## src/rtl/tuner_search_req_if.sv

```systemverilog
// Bundles the host command, PHY search and lock result signals of the tuner search requester.
// The master modport is the requester's view; the slave modport is the host/PHY side.
interface tuner_search_req_if #(
   parameter int DAC_WIDTH     = 8,
   parameter int ADC_WIDTH     = 8,
   parameter int NUM_TARGET    = 4,
   parameter int TIMEOUT_WIDTH = 16
);
   localparam int IDX_W = (NUM_TARGET > 1) ? $clog2(NUM_TARGET) : 1;

   logic                     i_dig_cmd_val;
   logic                     o_dig_cmd_rdy;
   logic [DAC_WIDTH-1:0]     i_dig_cmd_tune_start;
   logic [DAC_WIDTH-1:0]     i_dig_cmd_tune_end;
   logic [DAC_WIDTH-1:0]     i_dig_cmd_tune_stride;
   logic                     i_dig_cmd_sel_mode;
   logic [IDX_W-1:0]         i_dig_cmd_sel_idx;
   logic [TIMEOUT_WIDTH-1:0] i_dig_cmd_timeout;

   logic                     o_dig_search_trig_val;
   logic                     i_dig_search_trig_rdy;
   logic [DAC_WIDTH-1:0]     o_dig_ring_tune_start;
   logic [DAC_WIDTH-1:0]     o_dig_ring_tune_end;
   logic [DAC_WIDTH-1:0]     o_dig_ring_tune_stride;

   logic                     i_dig_search_peaks_val;
   logic                     o_dig_search_peaks_rdy;
   logic [DAC_WIDTH-1:0]     i_dig_ring_tune_peaks [NUM_TARGET];
   logic [ADC_WIDTH-1:0]     i_dig_pwr_detected_peaks [NUM_TARGET];
   logic [IDX_W-1:0]         i_dig_ring_tune_peaks_cnt;

   logic                     o_dig_lock_val;
   logic                     i_dig_lock_rdy;
   logic [DAC_WIDTH-1:0]     o_dig_lock_tune;
   logic [ADC_WIDTH-1:0]     o_dig_lock_pwr;
   logic [1:0]               o_dig_lock_status;
   logic [2:0]               o_mon_state;

   modport master (
      input  i_dig_cmd_val, i_dig_cmd_tune_start, i_dig_cmd_tune_end, i_dig_cmd_tune_stride,
             i_dig_cmd_sel_mode, i_dig_cmd_sel_idx, i_dig_cmd_timeout,
             i_dig_search_trig_rdy, i_dig_search_peaks_val, i_dig_ring_tune_peaks,
             i_dig_pwr_detected_peaks, i_dig_ring_tune_peaks_cnt, i_dig_lock_rdy,
      output o_dig_cmd_rdy, o_dig_search_trig_val, o_dig_ring_tune_start, o_dig_ring_tune_end,
             o_dig_ring_tune_stride, o_dig_search_peaks_rdy, o_dig_lock_val, o_dig_lock_tune,
             o_dig_lock_pwr, o_dig_lock_status, o_mon_state
   );

   modport slave (
      output i_dig_cmd_val, i_dig_cmd_tune_start, i_dig_cmd_tune_end, i_dig_cmd_tune_stride,
             i_dig_cmd_sel_mode, i_dig_cmd_sel_idx, i_dig_cmd_timeout,
             i_dig_search_trig_rdy, i_dig_search_peaks_val, i_dig_ring_tune_peaks,
             i_dig_pwr_detected_peaks, i_dig_ring_tune_peaks_cnt, i_dig_lock_rdy,
      input  o_dig_cmd_rdy, o_dig_search_trig_val, o_dig_ring_tune_start, o_dig_ring_tune_end,
             o_dig_ring_tune_stride, o_dig_search_peaks_rdy, o_dig_lock_val, o_dig_lock_tune,
             o_dig_lock_pwr, o_dig_lock_status, o_mon_state
   );
endinterface

```

## src/rtl/tuner_search_req.sv

```systemverilog
// Tuner search requester: triggers a PHY scan, captures its peak table and
// selects one peak (max power or by index) to return as the lock result.
module tuner_search_req #(
   parameter int DAC_WIDTH     = 8,
   parameter int ADC_WIDTH     = 8,
   parameter int NUM_TARGET    = 4,
   parameter int TIMEOUT_WIDTH = 16
) (
   input  logic                i_clk,
   input  logic                i_rst,
   tuner_search_req_if.master  bus
);
   localparam int IDX_W = (NUM_TARGET > 1) ? $clog2(NUM_TARGET) : 1;

   localparam logic [1:0] ST_OK      = 2'd0;
   localparam logic [1:0] ST_NO_PEAK = 2'd1;
   localparam logic [1:0] ST_TIMEOUT = 2'd2;
   localparam logic [1:0] ST_BAD_IDX = 2'd3;

   typedef enum logic [2:0] {
      S_IDLE = 3'd0,
      S_TRIG = 3'd1,
      S_WAIT = 3'd2,
      S_SCAN = 3'd3,
      S_RESP = 3'd4
   } state_t;

   state_t                   r_state, w_next;
   logic [DAC_WIDTH-1:0]     r_start, r_end, r_stride;
   logic                     r_mode;
   logic [IDX_W-1:0]         r_sel_idx;
   logic [TIMEOUT_WIDTH-1:0] r_timeout, r_to_cnt;
   logic [DAC_WIDTH-1:0]     r_tunes [NUM_TARGET];
   logic [ADC_WIDTH-1:0]     r_pwrs  [NUM_TARGET];
   logic [IDX_W-1:0]         r_cnt, r_scan_idx;
   logic [DAC_WIDTH-1:0]     r_lock_tune;
   logic [ADC_WIDTH-1:0]     r_lock_pwr;
   logic [1:0]               r_status;
   logic                     w_timeout_hit, w_scan_last;

   assign w_timeout_hit = (r_timeout != '0) && (r_to_cnt == r_timeout - TIMEOUT_WIDTH'(1));
   // Mode 1 and the empty table both finish in the single SCAN cycle.
   assign w_scan_last   = (r_cnt == '0) || r_mode || (r_scan_idx == r_cnt - IDX_W'(1));

   // NOTE: sequential state uses non-blocking assignments so every flop samples pre-edge values.
   always_ff @(posedge i_clk or posedge i_rst) begin
      if (i_rst) r_state <= S_IDLE;
      else       r_state <= w_next;
   end

   // NOTE: w_next gets its default first so no path through the case infers a latch.
   always_comb begin
      w_next = r_state;
      case (r_state)
         S_IDLE: if (bus.i_dig_cmd_val)         w_next = S_TRIG;
         S_TRIG: if (bus.i_dig_search_trig_rdy) w_next = S_WAIT;
         S_WAIT: begin
            if (bus.i_dig_search_peaks_val) w_next = S_SCAN;
            else if (w_timeout_hit)         w_next = S_RESP;
         end
         S_SCAN: if (w_scan_last)       w_next = S_RESP;
         S_RESP: if (bus.i_dig_lock_rdy) w_next = S_IDLE;
         default:                        w_next = S_IDLE;
      endcase
   end

   // NOTE: the captured table is a handful of flops, not a RAM, so it is reset with everything else.
   always_ff @(posedge i_clk or posedge i_rst) begin
      if (i_rst) begin
         r_start     <= '0;
         r_end       <= '0;
         r_stride    <= '0;
         r_mode      <= 1'b0;
         r_sel_idx   <= '0;
         r_timeout   <= '0;
         r_to_cnt    <= '0;
         r_cnt       <= '0;
         r_scan_idx  <= '0;
         r_lock_tune <= '0;
         r_lock_pwr  <= '0;
         r_status    <= ST_OK;
         for (int i = 0; i < NUM_TARGET; i++) begin
            r_tunes[i] <= '0;
            r_pwrs[i]  <= '0;
         end
      end else begin
         case (r_state)
            S_IDLE: if (bus.i_dig_cmd_val) begin
               r_start     <= bus.i_dig_cmd_tune_start;
               r_end       <= bus.i_dig_cmd_tune_end;
               r_stride    <= bus.i_dig_cmd_tune_stride;
               r_mode      <= bus.i_dig_cmd_sel_mode;
               r_sel_idx   <= bus.i_dig_cmd_sel_idx;
               r_timeout   <= bus.i_dig_cmd_timeout;
               r_lock_tune <= '0;
               r_lock_pwr  <= '0;
               r_status    <= ST_OK;
            end
            S_TRIG: if (bus.i_dig_search_trig_rdy) r_to_cnt <= '0;
            S_WAIT: begin
               r_to_cnt <= r_to_cnt + TIMEOUT_WIDTH'(1);
               if (bus.i_dig_search_peaks_val) begin
                  for (int i = 0; i < NUM_TARGET; i++) begin
                     r_tunes[i] <= bus.i_dig_ring_tune_peaks[i];
                     r_pwrs[i]  <= bus.i_dig_pwr_detected_peaks[i];
                  end
                  r_cnt      <= bus.i_dig_ring_tune_peaks_cnt;
                  r_scan_idx <= '0;
               end else if (w_timeout_hit) begin
                  r_status <= ST_TIMEOUT;
               end
            end
            S_SCAN: begin
               if (r_cnt == '0) begin
                  r_status    <= ST_NO_PEAK;
                  r_lock_tune <= '0;
                  r_lock_pwr  <= '0;
               end else if (r_mode) begin
                  if (r_sel_idx >= r_cnt) begin
                     r_status    <= ST_BAD_IDX;
                     r_lock_tune <= '0;
                     r_lock_pwr  <= '0;
                  end else begin
                     r_status    <= ST_OK;
                     r_lock_tune <= r_tunes[r_sel_idx];
                     r_lock_pwr  <= r_pwrs[r_sel_idx];
                  end
               end else begin
                  // Strictly-greater replacement keeps the lowest index on ties.
                  if ((r_scan_idx == '0) || (r_pwrs[r_scan_idx] > r_lock_pwr)) begin
                     r_lock_tune <= r_tunes[r_scan_idx];
                     r_lock_pwr  <= r_pwrs[r_scan_idx];
                  end
                  r_scan_idx <= r_scan_idx + IDX_W'(1);
                  r_status   <= ST_OK;
               end
            end
            default: ;
         endcase
      end
   end

   assign bus.o_dig_cmd_rdy          = (r_state == S_IDLE);
   assign bus.o_dig_search_trig_val  = (r_state == S_TRIG);
   assign bus.o_dig_search_peaks_rdy = (r_state == S_WAIT);
   assign bus.o_dig_lock_val         = (r_state == S_RESP);
   assign bus.o_dig_ring_tune_start  = r_start;
   assign bus.o_dig_ring_tune_end    = r_end;
   assign bus.o_dig_ring_tune_stride = r_stride;
   assign bus.o_dig_lock_tune        = r_lock_tune;
   assign bus.o_dig_lock_pwr         = r_lock_pwr;
   assign bus.o_dig_lock_status      = r_status;
   assign bus.o_mon_state            = r_state;
endmodule

```

## src/flat_wrapper.sv

```systemverilog
// flat-port wrapper written by rule: the top's interface ports become plain ports
module tuner_search_req_flat 
#(
   parameter int DAC_WIDTH     = 8,
   parameter int ADC_WIDTH     = 8,
   parameter int NUM_TARGET    = 4,
   parameter int TIMEOUT_WIDTH = 16
)
  (i_clk, i_rst, bus_i_dig_cmd_val, bus_i_dig_cmd_tune_start, bus_i_dig_cmd_tune_end, bus_i_dig_cmd_tune_stride, bus_i_dig_cmd_sel_mode, bus_i_dig_cmd_sel_idx, bus_i_dig_cmd_timeout, bus_i_dig_search_trig_rdy, bus_i_dig_search_peaks_val, bus_i_dig_ring_tune_peaks, bus_i_dig_pwr_detected_peaks, bus_i_dig_ring_tune_peaks_cnt, bus_i_dig_lock_rdy, bus_o_dig_cmd_rdy, bus_o_dig_search_trig_val, bus_o_dig_ring_tune_start, bus_o_dig_ring_tune_end, bus_o_dig_ring_tune_stride, bus_o_dig_search_peaks_rdy, bus_o_dig_lock_val, bus_o_dig_lock_tune, bus_o_dig_lock_pwr, bus_o_dig_lock_status, bus_o_mon_state);
  tuner_search_req_if #(.DAC_WIDTH(DAC_WIDTH), .ADC_WIDTH(ADC_WIDTH), .NUM_TARGET(NUM_TARGET), .TIMEOUT_WIDTH(TIMEOUT_WIDTH)) bus_i ();
  input  logic i_clk;
  input  logic i_rst;
  input wire logic [$bits(bus_i.i_dig_cmd_val)-1:0] bus_i_dig_cmd_val;
  input wire logic [$bits(bus_i.i_dig_cmd_tune_start)-1:0] bus_i_dig_cmd_tune_start;
  input wire logic [$bits(bus_i.i_dig_cmd_tune_end)-1:0] bus_i_dig_cmd_tune_end;
  input wire logic [$bits(bus_i.i_dig_cmd_tune_stride)-1:0] bus_i_dig_cmd_tune_stride;
  input wire logic [$bits(bus_i.i_dig_cmd_sel_mode)-1:0] bus_i_dig_cmd_sel_mode;
  input wire logic [$bits(bus_i.i_dig_cmd_sel_idx)-1:0] bus_i_dig_cmd_sel_idx;
  input wire logic [$bits(bus_i.i_dig_cmd_timeout)-1:0] bus_i_dig_cmd_timeout;
  input wire logic [$bits(bus_i.i_dig_search_trig_rdy)-1:0] bus_i_dig_search_trig_rdy;
  input wire logic [$bits(bus_i.i_dig_search_peaks_val)-1:0] bus_i_dig_search_peaks_val;
  input wire logic [$bits(bus_i.i_dig_ring_tune_peaks)-1:0] bus_i_dig_ring_tune_peaks;
  input wire logic [$bits(bus_i.i_dig_pwr_detected_peaks)-1:0] bus_i_dig_pwr_detected_peaks;
  input wire logic [$bits(bus_i.i_dig_ring_tune_peaks_cnt)-1:0] bus_i_dig_ring_tune_peaks_cnt;
  input wire logic [$bits(bus_i.i_dig_lock_rdy)-1:0] bus_i_dig_lock_rdy;
  output wire logic [$bits(bus_i.o_dig_cmd_rdy)-1:0] bus_o_dig_cmd_rdy;
  output wire logic [$bits(bus_i.o_dig_search_trig_val)-1:0] bus_o_dig_search_trig_val;
  output wire logic [$bits(bus_i.o_dig_ring_tune_start)-1:0] bus_o_dig_ring_tune_start;
  output wire logic [$bits(bus_i.o_dig_ring_tune_end)-1:0] bus_o_dig_ring_tune_end;
  output wire logic [$bits(bus_i.o_dig_ring_tune_stride)-1:0] bus_o_dig_ring_tune_stride;
  output wire logic [$bits(bus_i.o_dig_search_peaks_rdy)-1:0] bus_o_dig_search_peaks_rdy;
  output wire logic [$bits(bus_i.o_dig_lock_val)-1:0] bus_o_dig_lock_val;
  output wire logic [$bits(bus_i.o_dig_lock_tune)-1:0] bus_o_dig_lock_tune;
  output wire logic [$bits(bus_i.o_dig_lock_pwr)-1:0] bus_o_dig_lock_pwr;
  output wire logic [$bits(bus_i.o_dig_lock_status)-1:0] bus_o_dig_lock_status;
  output wire logic [$bits(bus_i.o_mon_state)-1:0] bus_o_mon_state;
  assign bus_i.i_dig_cmd_val = bus_i_dig_cmd_val;
  assign bus_i.i_dig_cmd_tune_start = bus_i_dig_cmd_tune_start;
  assign bus_i.i_dig_cmd_tune_end = bus_i_dig_cmd_tune_end;
  assign bus_i.i_dig_cmd_tune_stride = bus_i_dig_cmd_tune_stride;
  assign bus_i.i_dig_cmd_sel_mode = bus_i_dig_cmd_sel_mode;
  assign bus_i.i_dig_cmd_sel_idx = bus_i_dig_cmd_sel_idx;
  assign bus_i.i_dig_cmd_timeout = bus_i_dig_cmd_timeout;
  assign bus_i.i_dig_search_trig_rdy = bus_i_dig_search_trig_rdy;
  assign bus_i.i_dig_search_peaks_val = bus_i_dig_search_peaks_val;
  assign bus_i.i_dig_ring_tune_peaks = {>>{bus_i_dig_ring_tune_peaks}};
  assign bus_i.i_dig_pwr_detected_peaks = {>>{bus_i_dig_pwr_detected_peaks}};
  assign bus_i.i_dig_ring_tune_peaks_cnt = bus_i_dig_ring_tune_peaks_cnt;
  assign bus_i.i_dig_lock_rdy = bus_i_dig_lock_rdy;
  assign bus_o_dig_cmd_rdy = bus_i.o_dig_cmd_rdy;
  assign bus_o_dig_search_trig_val = bus_i.o_dig_search_trig_val;
  assign bus_o_dig_ring_tune_start = bus_i.o_dig_ring_tune_start;
  assign bus_o_dig_ring_tune_end = bus_i.o_dig_ring_tune_end;
  assign bus_o_dig_ring_tune_stride = bus_i.o_dig_ring_tune_stride;
  assign bus_o_dig_search_peaks_rdy = bus_i.o_dig_search_peaks_rdy;
  assign bus_o_dig_lock_val = bus_i.o_dig_lock_val;
  assign bus_o_dig_lock_tune = bus_i.o_dig_lock_tune;
  assign bus_o_dig_lock_pwr = bus_i.o_dig_lock_pwr;
  assign bus_o_dig_lock_status = bus_i.o_dig_lock_status;
  assign bus_o_mon_state = bus_i.o_mon_state;
  tuner_search_req #(.DAC_WIDTH(DAC_WIDTH), .ADC_WIDTH(ADC_WIDTH), .NUM_TARGET(NUM_TARGET), .TIMEOUT_WIDTH(TIMEOUT_WIDTH)) u_core (.i_clk(i_clk), .i_rst(i_rst), .bus(bus_i));
endmodule
```

## config.mk

```make
export PLATFORM = sky130hd
export DESIGN_NAME = tuner_search_req_flat
export DESIGN_NICKNAME = d
export VERILOG_FILES = /design/src/rtl/tuner_search_req_if.sv /design/src/rtl/tuner_search_req.sv /design/src/flat_wrapper.sv
export SDC_FILE = /design/constraint.sdc
export NUM_CORES = 1
export LEC_CHECK = 0
export ABC_CLOCK_PERIOD_IN_PS = 11700
export BUFFER_PORTS_ARGS = -buffer_cell sky130_fd_sc_hd__buf_2
export CAP_MARGIN = 20
export CORE_MARGIN = 2
export CORE_UTILIZATION = 59
export DETAILED_ROUTE_END_ITERATION = 8
export GPL_TIMING_DRIVEN = 0
export HOLD_SLACK_MARGIN = 0.12
export PLACE_DENSITY = 0.85
export SYNTH_ARGS = -nofsm -noshare
export SYNTH_HDL_FRONTEND = slang
export SYNTH_SLANG_ARGS = --single-unit
```

## constraint.sdc

```tcl
create_clock -name i_clk -period 11.7 [get_ports i_clk]
set_input_delay 1.755 -clock i_clk [delete_from_list [all_inputs] [get_ports i_clk]]
set_output_delay 1.755 -clock i_clk [all_outputs]
set_load 0.02 [all_outputs]
```

# [Word-level counts from Yosys, hierarchy flattened]
# Index checks and enable logic that the tools add are counted.
[totals] regBits=148 in_bits=115 out_inout_bits=49
[op_classes] n_bitwise=2 muxes=43 addsub=4 n_reduce_logical=19 order_cmp=4 n_eq_ne=17
[op_table] op="8-bit 2-to-1 mux" n=17
[op_table] op="8-bit binary-select mux with 2-bit select" n=4
[op_table] op="16-bit case mux with 2 select lines" n=1
[op_table] op="8-bit case mux with 2 select lines" n=2
[op_table] op="2-bit 2-to-1 mux" n=9
[op_table] op="3-bit 2-to-1 mux" n=6
[op_table] op="16-bit by 1-bit adder with 16-bit output, second input constant" n=1
[op_table] op="16-bit == test" n=1
[op_table] op="16-bit 2-to-1 mux" n=1
[op_table] op="16-bit nonzero test" n=1
[op_table] op="16-bit by 1-bit subtractor with 16-bit output, second input constant" n=1
[op_table] op="3-bit case mux with 5 select lines" n=1
[op_table] op="2-bit != test, second input constant" n=7
[op_table] op="8-bit > comparator" n=1
[op_table] op="4-bit AND reduction" n=2
[op_table] op="3-bit by 2-bit == test with 1-bit output, second input constant" n=2
[op_table] op="3-bit >= comparator, second input constant" n=2
[op_table] op="2-bit NOT with 3-bit output" n=2
[op_table] op="2-bit case mux with 3 select lines" n=1
[op_table] op="2-bit AND reduction" n=3
[op_table] op="2-bit nonzero test" n=3
[op_table] op="5-bit AND reduction" n=1
[op_table] op="2-bit zero test" n=2
[op_table] op="2-bit by 1-bit != test with 1-bit output, second input constant" n=2
[op_table] op="14 further kinds" n=16

# [Depth between registers and ports, before layout]
# Gate-level depths: netlist of the first run.
[logic_depth] ltp_word=10 depth_mapped=13

# [Worst setup path before layout of the first run]
# Ideal clock, no wire load.
[synth_path] path_type="flip-flop to flip-flop" start="register u_core.r_scan_idx[0]" end="register u_core.r_lock_tune[0] (netlist: u_core.bus.o_dig_lock_tune[0])" path_stages_with_launch=13 t_arrival_ns=3.421 setup_time_ns=0.125 t_required_ns=11.575 setup_slack_ns=8.154 path_buffers=4 cell_sequence="dfrtp_1 -> buf_2 -> buf_1 -> mux4_2 -> ha_1 -> a21o_1 -> a21o_1 -> a2111oi_0 -> o21ai_0 -> and3_1 -> buf_6 -> buf_8 -> mux2_4"
[synth_between] elab_chain_cells=8
[synth_lines] element="from (decl)" line_no="tuner_search_req.sv:35" text="logic [IDX_W-1:0] r_cnt, r_scan_idx;"
[synth_lines] element="from (signal assigned)" line_no="tuner_search_req.sv:134" text="r_scan_idx <= r_scan_idx + IDX_W'(1);"
[synth_lines] element="2-bit NOT with 3-bit output (not written as such)" line_no="tuner_search_req.sv:130, tuner_search_req.sv:131"
[synth_lines] element="8-bit binary-select mux with 2-bit select, on equally long branches" line_no="tuner_search_req.sv:130, tuner_search_req.sv:131"
[synth_lines] element="8-bit 2-to-1 mux, on equally long branches (2 in a row)" line_no="tuner_search_req.sv:130, tuner_search_req.sv:131"
[synth_lines] element="8-bit > comparator / 8-bit 2-to-1 mux (equally long branches)" line_no="tuner_search_req.sv:130" text="if ((r_scan_idx == '0) || (r_pwrs[r_scan_idx] > r_lock_pwr)) begin"
[synth_lines] element="1-bit logical OR / 8-bit 2-to-1 mux (equally long branches)" line_no="tuner_search_req.sv:130, tuner_search_req.sv:118"
[synth_lines] element="4-bit by 1-bit != test with 1-bit output (no source line) / 8-bit 2-to-1 mux (equally long branches)"
[synth_lines] element="3-bit AND reduction (no source line) / 8-bit case mux with 2 select lines (equally long branches)"
[synth_lines] element="to (signal assigned)" line_no="tuner_search_req.sv:125" text="r_lock_tune <= r_tunes[r_sel_idx];"
[synth_lines] element="to (signal assigned)" line_no="tuner_search_req.sv:131" text="r_lock_tune <= r_tunes[r_scan_idx];"
[synth_lines] element="to (decl)" line_no="tuner_search_req.sv:36" text="logic [DAC_WIDTH-1:0] r_lock_tune;"
# Several ways; a longest one is shown, not always the timed one. The select of a mux whose other input is x is not followed.
# A chain may end at the register's enable or synchronous reset.

# [Worst setup path in the final report of the first run]
[layout_path] start="register u_core.r_scan_idx[0]" end="register u_core.r_lock_tune[2] (netlist: u_core.bus.o_dig_lock_tune[2])"
# Same word-level chain as after synthesis.

==> impl_metrics.yaml, run 1 <==
run_status:
  status: "finished, final reports clean"
cts:
  cts_max_level: 4
  clock-root-buffer: "clkbuf_16"
  clk_latency_ns: 0.42
  numCtsBuffers: 17
  cts_resized: 0
  clock_sinks: 148
  hold_buffers: 0
  clockBufferDepth: 2
  cts_tree: "yes"
  postCtsSetupBuffers: 0
  clkTransAtPathRegs_ns: 0.06
timing:
  worst_pin_slew_ns: 0.862
  drv_slew: 0
  period_minus_slack_ns: 4.48
  rsz0062_at_grt: "false"
  finalCritPeriodShare_pct: 38.3
  setup_tns_ns: 0
  fin_skew_ns: 0.00730
  max_freq_ghz: 0.223
  whs_ns: 0.502
  finalSetupViolCount: 0
  hold_viol: 0
  maxSlewHeadroom_pct: 42.5
global_route:
  antenna_found_initial: 0
  grt_max_degree: 90
  overflow: 0
  grt_usage_pct: 29.4
  grt_pass1_vias: 6511
  grt_pass1_wl_um: 32100
yosys:
  ys_async_sr_fraction_pct: 100
  syn-mean-instance-area_um2: 12.2
  synth-edff-count: 0
  ys_types: 56
  ys_warn_count: 0
  ys_ff_latch: 148
  syn_inst: 633
  synth_flop_cell: "dfrtp_1"
  synth_area_um2: 7710
  ys_seq_area_share_pct: 48.1
  syn-num-nets: 762
worst_setup_path:
  startpoint: "u_core.r_scan_idx[0]$_DFFE_PP0P_"
  path_class: "flip-flop to flip-flop"
  required_ns: 12.01
  r2r_setup_slack_ns: 7.22
  path_buf_inv: 4
  reg2reg_depth: 12
  crit_path_frequent_cell: "a21o_1"
  critical_path.top_delay_family: "buffers and inverters"
  critPathArrivalTime_ns: 4.79
  critical_path.max_fanout: 10
  r2r-start: "u_core.r_scan_idx[0]$_DFFE_PP0P_"
  crit_path_start_kind: "flip-flop"
  max_stage_delay_ns: 0.75
  cp_slowest_cell: "a2111oi_0"
  path_cells: "buf_2 -> buf_1 -> mux4_2 -> ha_1 -> a21o_1 -> a21o_1 -> a2111oi_0 -> o21ai_0 -> and3_1 -> buf_6 -> buf_8 -> mux2_4"
  regToRegEndpoint: "u_core.bus.o_dig_lock_tune[2]$_DFFE_PP0P_"
  end_kind: "flip-flop"
die:
  core_um2: 12700
  rows: 41
  die_h_um: 118
  die_w_um: 118
  die-area_um2: 14000
  ios: 164
  start_util_pct: 60.8
placement:
  dp_hpwl_um: 13700
  portBuffers: 163
  place.gp.congestion: 0.911
hold_path:
  hold_path_end: "u_core.bus.o_dig_ring_tune_stride[0]$_DFFE_PP0P_"
  hp-start: "u_core.bus.o_dig_ring_tune_stride[0]$_DFFE_PP0P_"
  worstHoldPathType: "flip-flop to flip-flop"
  min_path_cells: 1
power:
  vdd_ir_drop_max_uv: 148
  p_per_area_nw_per_um2: 284
  p_leak_nw: 4.18
  power.total_mw: 2.65
routing:
  via_per_inst: 6.00
  vias: 6002
  firstDrtPassIters: 5
  wl_um: 19600
  drtIter0Drc: 563
  drt_drc_violations_left: 0
  antenna_left: 0
  avgRoutedWirePerCell_um: 19.6
cells_and_area:
  final_nets: 946
  area_delta_synth_final_pct: 21.1
  antenna_cells: 0
  drive_gt1_share_pct: 42.1
  utilization_pct: 73.7
job:
  drv_cap: 0
-- sequential cells by signal, indices dropped and copies added (netlist names) --
| name | cells |
|---|---|
| u_core.r_timeout | 16 |
| u_core.bus.o_mon_state | 3 |
| u_core.bus.o_dig_lock_pwr | 8 |
| u_core.r_tunes | 32 |
| u_core.r_scan_idx | 2 |
| u_core.r_to_cnt | 16 |
| u_core.r_cnt | 2 |
| u_core.bus.o_dig_ring_tune_end | 8 |
| u_core.bus.o_dig_ring_tune_stride | 8 |
| u_core.bus.o_dig_lock_tune | 8 |
| u_core.r_mode | 1 |
| u_core.r_pwrs | 32 |
| u_core.bus.o_dig_ring_tune_start | 8 |
| u_core.r_sel_idx | 2 |
| u_core.bus.o_dig_lock_status | 2 |
-- placed cells by master, fill, tap and decap left out, drive strengths merged, types with 5 or more instances in the layout --
cell      n
buf     176
dfrtp   148
mux2    111
clkbuf   44
nand2    43
o21ai    39
mux4     32
inv      30
nor2     21
a21oi    18
nand3    14
ha       14
mux2i    13
xnor2    12
nand2b   11
nand4     9
nor2b     9
clkinv    8
nor3      7
and3      7
xor2      6
nor3b     5
nor4      5
-- final cells by class --
class / count / area [um^2]
Multi-Input combinational cell: 420 / 3730
Tap cell: 172 / 215
Sequential cell: 148 / 3700
Clock buffer: 20 / 447
Timing Repair Buffer: 165 / 851
Buffer: 35 / 158
Inverter: 30 / 118
Clock inverter: 11 / 111
Fill cell: 847 / 3340
-- per-layer routing --
layer	track usage [%]	vias to the layer above	routed length (um)
met1	34.0	3032	7420
met5	0	-	0
met4	14.1	0	632
met3	6.56	52	1190
met2	51.6	250	10400
li1	-	2668	-
-- stage by stage --
step / instance area, um^2 / instances / worst slack [ns]
after global routing: 9340 / 1001 / 6.91
after CTS: 9330 / 1000 / 7.24
after detailed placement: 8770 / 969 / 7.42
after floorplan: 7710 / 633 / 5.97
after global placement: 8740 / 968 / 4.56
final: 9340 / 1001 / 7.22
-- synth_stat cells, types with 3 or more instances --
cell type / number / area (um^2)
nand4_1: 9 / 56.3
xnor2_1: 12 / 105
clkbuf_1: 23 / 86.3
o211ai_1: 3 / 22.5
xor2_1: 6 / 52.6
nor2_1: 21 / 78.8
a31oi_1: 4 / 25.0
buf_2: 3 / 15.0
nor4_1: 4 / 25.0
nand2b_1: 11 / 68.8
nor2b_1: 9 / 56.3
nand2_1: 42 / 158
mux4_2: 32 / 721
and3_1: 7 / 43.8
nor3_1: 7 / 35.0
inv_1: 30 / 113
dfrtp_1: 148 / 3700
or4_1: 3 / 22.5
mux2i_1: 13 / 130
mux2_2: 108 / 1220
buf_1: 6 / 22.5
mux2_4: 3 / 45.0
nand3b_1: 4 / 30.0
ha_1: 14 / 175
nand3_1: 14 / 70.1
a21oi_1: 18 / 90.1
nor3b_1: 5 / 37.5
o31ai_1: 4 / 30.0
o21ai_0: 38 / 190
-- logic make-up after synthesis --
logic type | after synthesis | synth area share, %
AO/OA/AOI/OAI | 82 | 6.25
XOR/XNOR | 18 | 2.05
adder cells (fa/ha/maj) | 14 | 2.27
buffers and inverters | 65 | 3.51
flip-flops | 148 | 48.1
multiplexers | 156 | 27.4
AND/OR/NAND/NOR | 150 | 10.5
-- power by group --
part	switching (mW)	internal (mW)	leakage, nW	total (mW)
logic	0.610	0.607	2.07	1.22
registers	0.180	0.738	1.83	0.918
clock network	0.205	0.315	0.279	0.520
total	0.994	1.66	4.18	2.65
-- how the worst max path moves through the flow --
stage / slack, ns / to / cells after the start
after floorplan: 5.97 / u_core.bus.o_dig_lock_pwr[0]$_DFFE_PP0P_ / 1
after global placement: 4.56 / u_core.r_tunes[30]$_DFFE_PP0P_ / 2
after detailed placement: 7.42 / u_core.bus.o_dig_ring_tune_end[7]$_DFFE_PP0P_ / 6
after CTS: 7.24 / u_core.bus.o_dig_lock_tune[0]$_DFFE_PP0P_ / 12
after global routing: 6.91 / u_core.bus.o_dig_lock_tune[0]$_DFFE_PP0P_ / 12
final: 7.22 / u_core.bus.o_dig_lock_tune[2]$_DFFE_PP0P_ / 12
No activity file was read; power rests on OpenSTA's default activity.
==> inputs of run 2 (changes only) <==
ABC_CLOCK_PERIOD_IN_PS = 4500   (was 11700)
CORE_UTILIZATION = 55   (was 59)
PLACE_DENSITY = 0.8   (was 0.85)
clock period = 4.5 ns   (was 11.7 ns; I/O delays follow)
==> run 2 against run 1 <==
Final cell count up 1.3%. Cell area increased by 1.4%. Clock power grew to 2.9 times the previous value. Largest cell class unchanged. Largest power group unchanged.
==> impl_metrics.yaml, run 2 (synthesis results as in run 1) <==
run_status:
  status: "finished, final reports clean"
cts:
  cts_tree: "yes"
  clock-root-buffer: "clkbuf_16"
  clkTransAtPathRegs_ns: 0.07
  cts_resized: 0
  clk_latency_ns: 0.44
  cts_max_level: 4
  clockBufferDepth: 2
  numCtsBuffers: 17
  clock_sinks: 148
  postCtsSetupBuffers: 0
  hold_buffers: 0
routing:
  wl_um: 19000
  vias: 5904
  drt_drc_violations_left: 0
  via_per_inst: 5.82
  antenna_left: 0
  avgRoutedWirePerCell_um: 18.8
  drtIter0Drc: 469
  firstDrtPassIters: 5
global_route:
  grt_usage_pct: 26.6
  overflow: 0
  grt_pass1_vias: 6081
  grt_max_degree: 45
  antenna_found_initial: 1
  grt_pass1_wl_um: 30300
die:
  die-area_um2: 15000
  core_um2: 13800
  die_w_um: 122
  die_h_um: 122
  ios: 164
  rows: 43
  start_util_pct: 56.0
cells_and_area:
  final_nets: 949
  drive_gt1_share_pct: 42.6
  mostFrequentLayoutCells: "buf_2, dfrtp_1, mux2_2, nand2_1, o21ai_0"
  utilization_pct: 68.7
  fin_area_um2: 9460
  fillers: 1011
  final_common_cell: "buf_2"
  top_regs: "u_core.r_pwrs: 32 flops, u_core.r_tunes: 32 flops"
  area_delta_synth_final_pct: 22.8
worst_setup_path:
  required_ns: 4.82
  path_class: "flip-flop to flip-flop"
  r2r_setup_slack_ns: 0.43
  critPathArrivalTime_ns: 4.38
  crit_path_frequent_cell: "a21o_1"
  end_kind: "flip-flop"
  max_stage_delay_ns: 0.67
  path_cells: "buf_2 -> buf_1 -> mux4_2 -> ha_1 -> a21o_1 -> a21o_1 -> a2111oi_0 -> o21ai_0 -> and3_1 -> buf_6 -> buf_8 -> mux2_4"
  critical_path.max_fanout: 10
  crit_path_start_kind: "flip-flop"
  cp_slowest_cell: "buf_1"
hold_path:
  worstHoldPathType: "input port to async pin"
placement:
  dp_hpwl_um: 13900
  place.gp.congestion: 0.968
  placed_area_um2: 8840
  portBuffers: 163
timing:
  fin_skew_ns: 0.00923
  rsz0062_at_grt: "false"
  period_minus_slack_ns: 4.07
  hold_viol: 0
  setup_tns_ns: 0
  finalSetupViolCount: 0
  worst_pin_slew_ns: 0.868
  finalCritPeriodShare_pct: 90.4
  drv_slew: 0
  max_freq_ghz: 0.246
  maxSlewHeadroom_pct: 42.2
power:
  p_leak_nw: 4.22
  p_per_area_nw_per_um2: 739
  vdd_ir_drop_max_uv: 424
job:
  drv_cap: 0
[run 2: cell types whose count changed in the layout (fill, tap and decap cells not counted), sizes merged]
cell      previous run  this run
clkinvlp             1         3
clkinv               8         4
diode                0         1
buf                176       180
bufinv               2         3
inv                 30        33
clkbuf              44        42
[run 2: layer usage]
metal	track usage, %	wire, um	vias up
li1	-	-	2680
met1	32.6	7650	2970
met2	46.0	9830	216
met3	5.20	1050	38
met4	11.5	506	0
met5	0	0	-
[run 2: power by group]
group          switching (mW)  internal (mW)
registers               0.446           1.92
logic                    1.55           1.57
clock network           0.590          0.909
[run 2: worst max-delay path: cells and delay by family, from the launching register on]
| kind | cells | cell delay (ns) |
|---|---|---|
| buf+inv | 4 | 1.30 |
| mux | 2 | 0.91 |
| compound gates | 4 | 0.86 |
| flops | 1 | 0.33 |
| fa+ha+maj | 1 | 0.30 |
| simple gates | 1 | 0.22 |
[run 2: through the flow]
| stage | cells | hold slack [ns] | power, mW | setup slack (ns) |
|---|---|---|---|---|
| floorplan | 633 | 0.465 | 4.62 | 0.954 |
| global placement | 976 | 0.485 | 5.28 | 0.516 |
| detailed placement | 981 | 0.490 | 5.48 | 0.444 |
| CTS | 1013 | 0.323 | 7.00 | 0.422 |
| global route | 1014 | 0.339 | 7.39 | 0.131 |
| finish | 1014 | 0.310 | 6.99 | 0.434 |
[run 2: cell type report]
class                      instances  area, um^2  area share, %
sequential                       148        3700           39.1
clock buffer                      19         453           4.79
timing repair buffer             168         901           9.52
buffer                            35         158           1.67
clock inverter                    13         171           1.81
antenna                            1        2.50         0.0264
multi-input combinational        420        3730           39.4
inverter                          30         116           1.23
tap                              180         225           2.38
[run 2: worst paths after layout]
| path | end | start | cells after the start |
|---|---|---|---|
| min | u_core.bus.o_mon_state[1]$_DFFE_PP0P_ | i_rst | 3 |
| max in group asynchronous | u_core.bus.o_dig_ring_tune_start[7]$_DFFE_PP0P_ | i_rst | 4 |
| min reg2reg | u_core.r_to_cnt[15]$_DFFE_PP0P_ | u_core.r_to_cnt[15]$_DFFE_PP0P_ | 1 |
| min in group i_clk | u_core.r_mode$_DFFE_PP0P_ | bus_i_dig_cmd_sel_mode | 3 |
| max | u_core.bus.o_dig_lock_tune[2]$_DFFE_PP0P_ | u_core.r_scan_idx[0]$_DFFE_PP0P_ | 12 |
| max reg2reg | u_core.bus.o_dig_lock_tune[2]$_DFFE_PP0P_ | u_core.r_scan_idx[0]$_DFFE_PP0P_ | 12 |
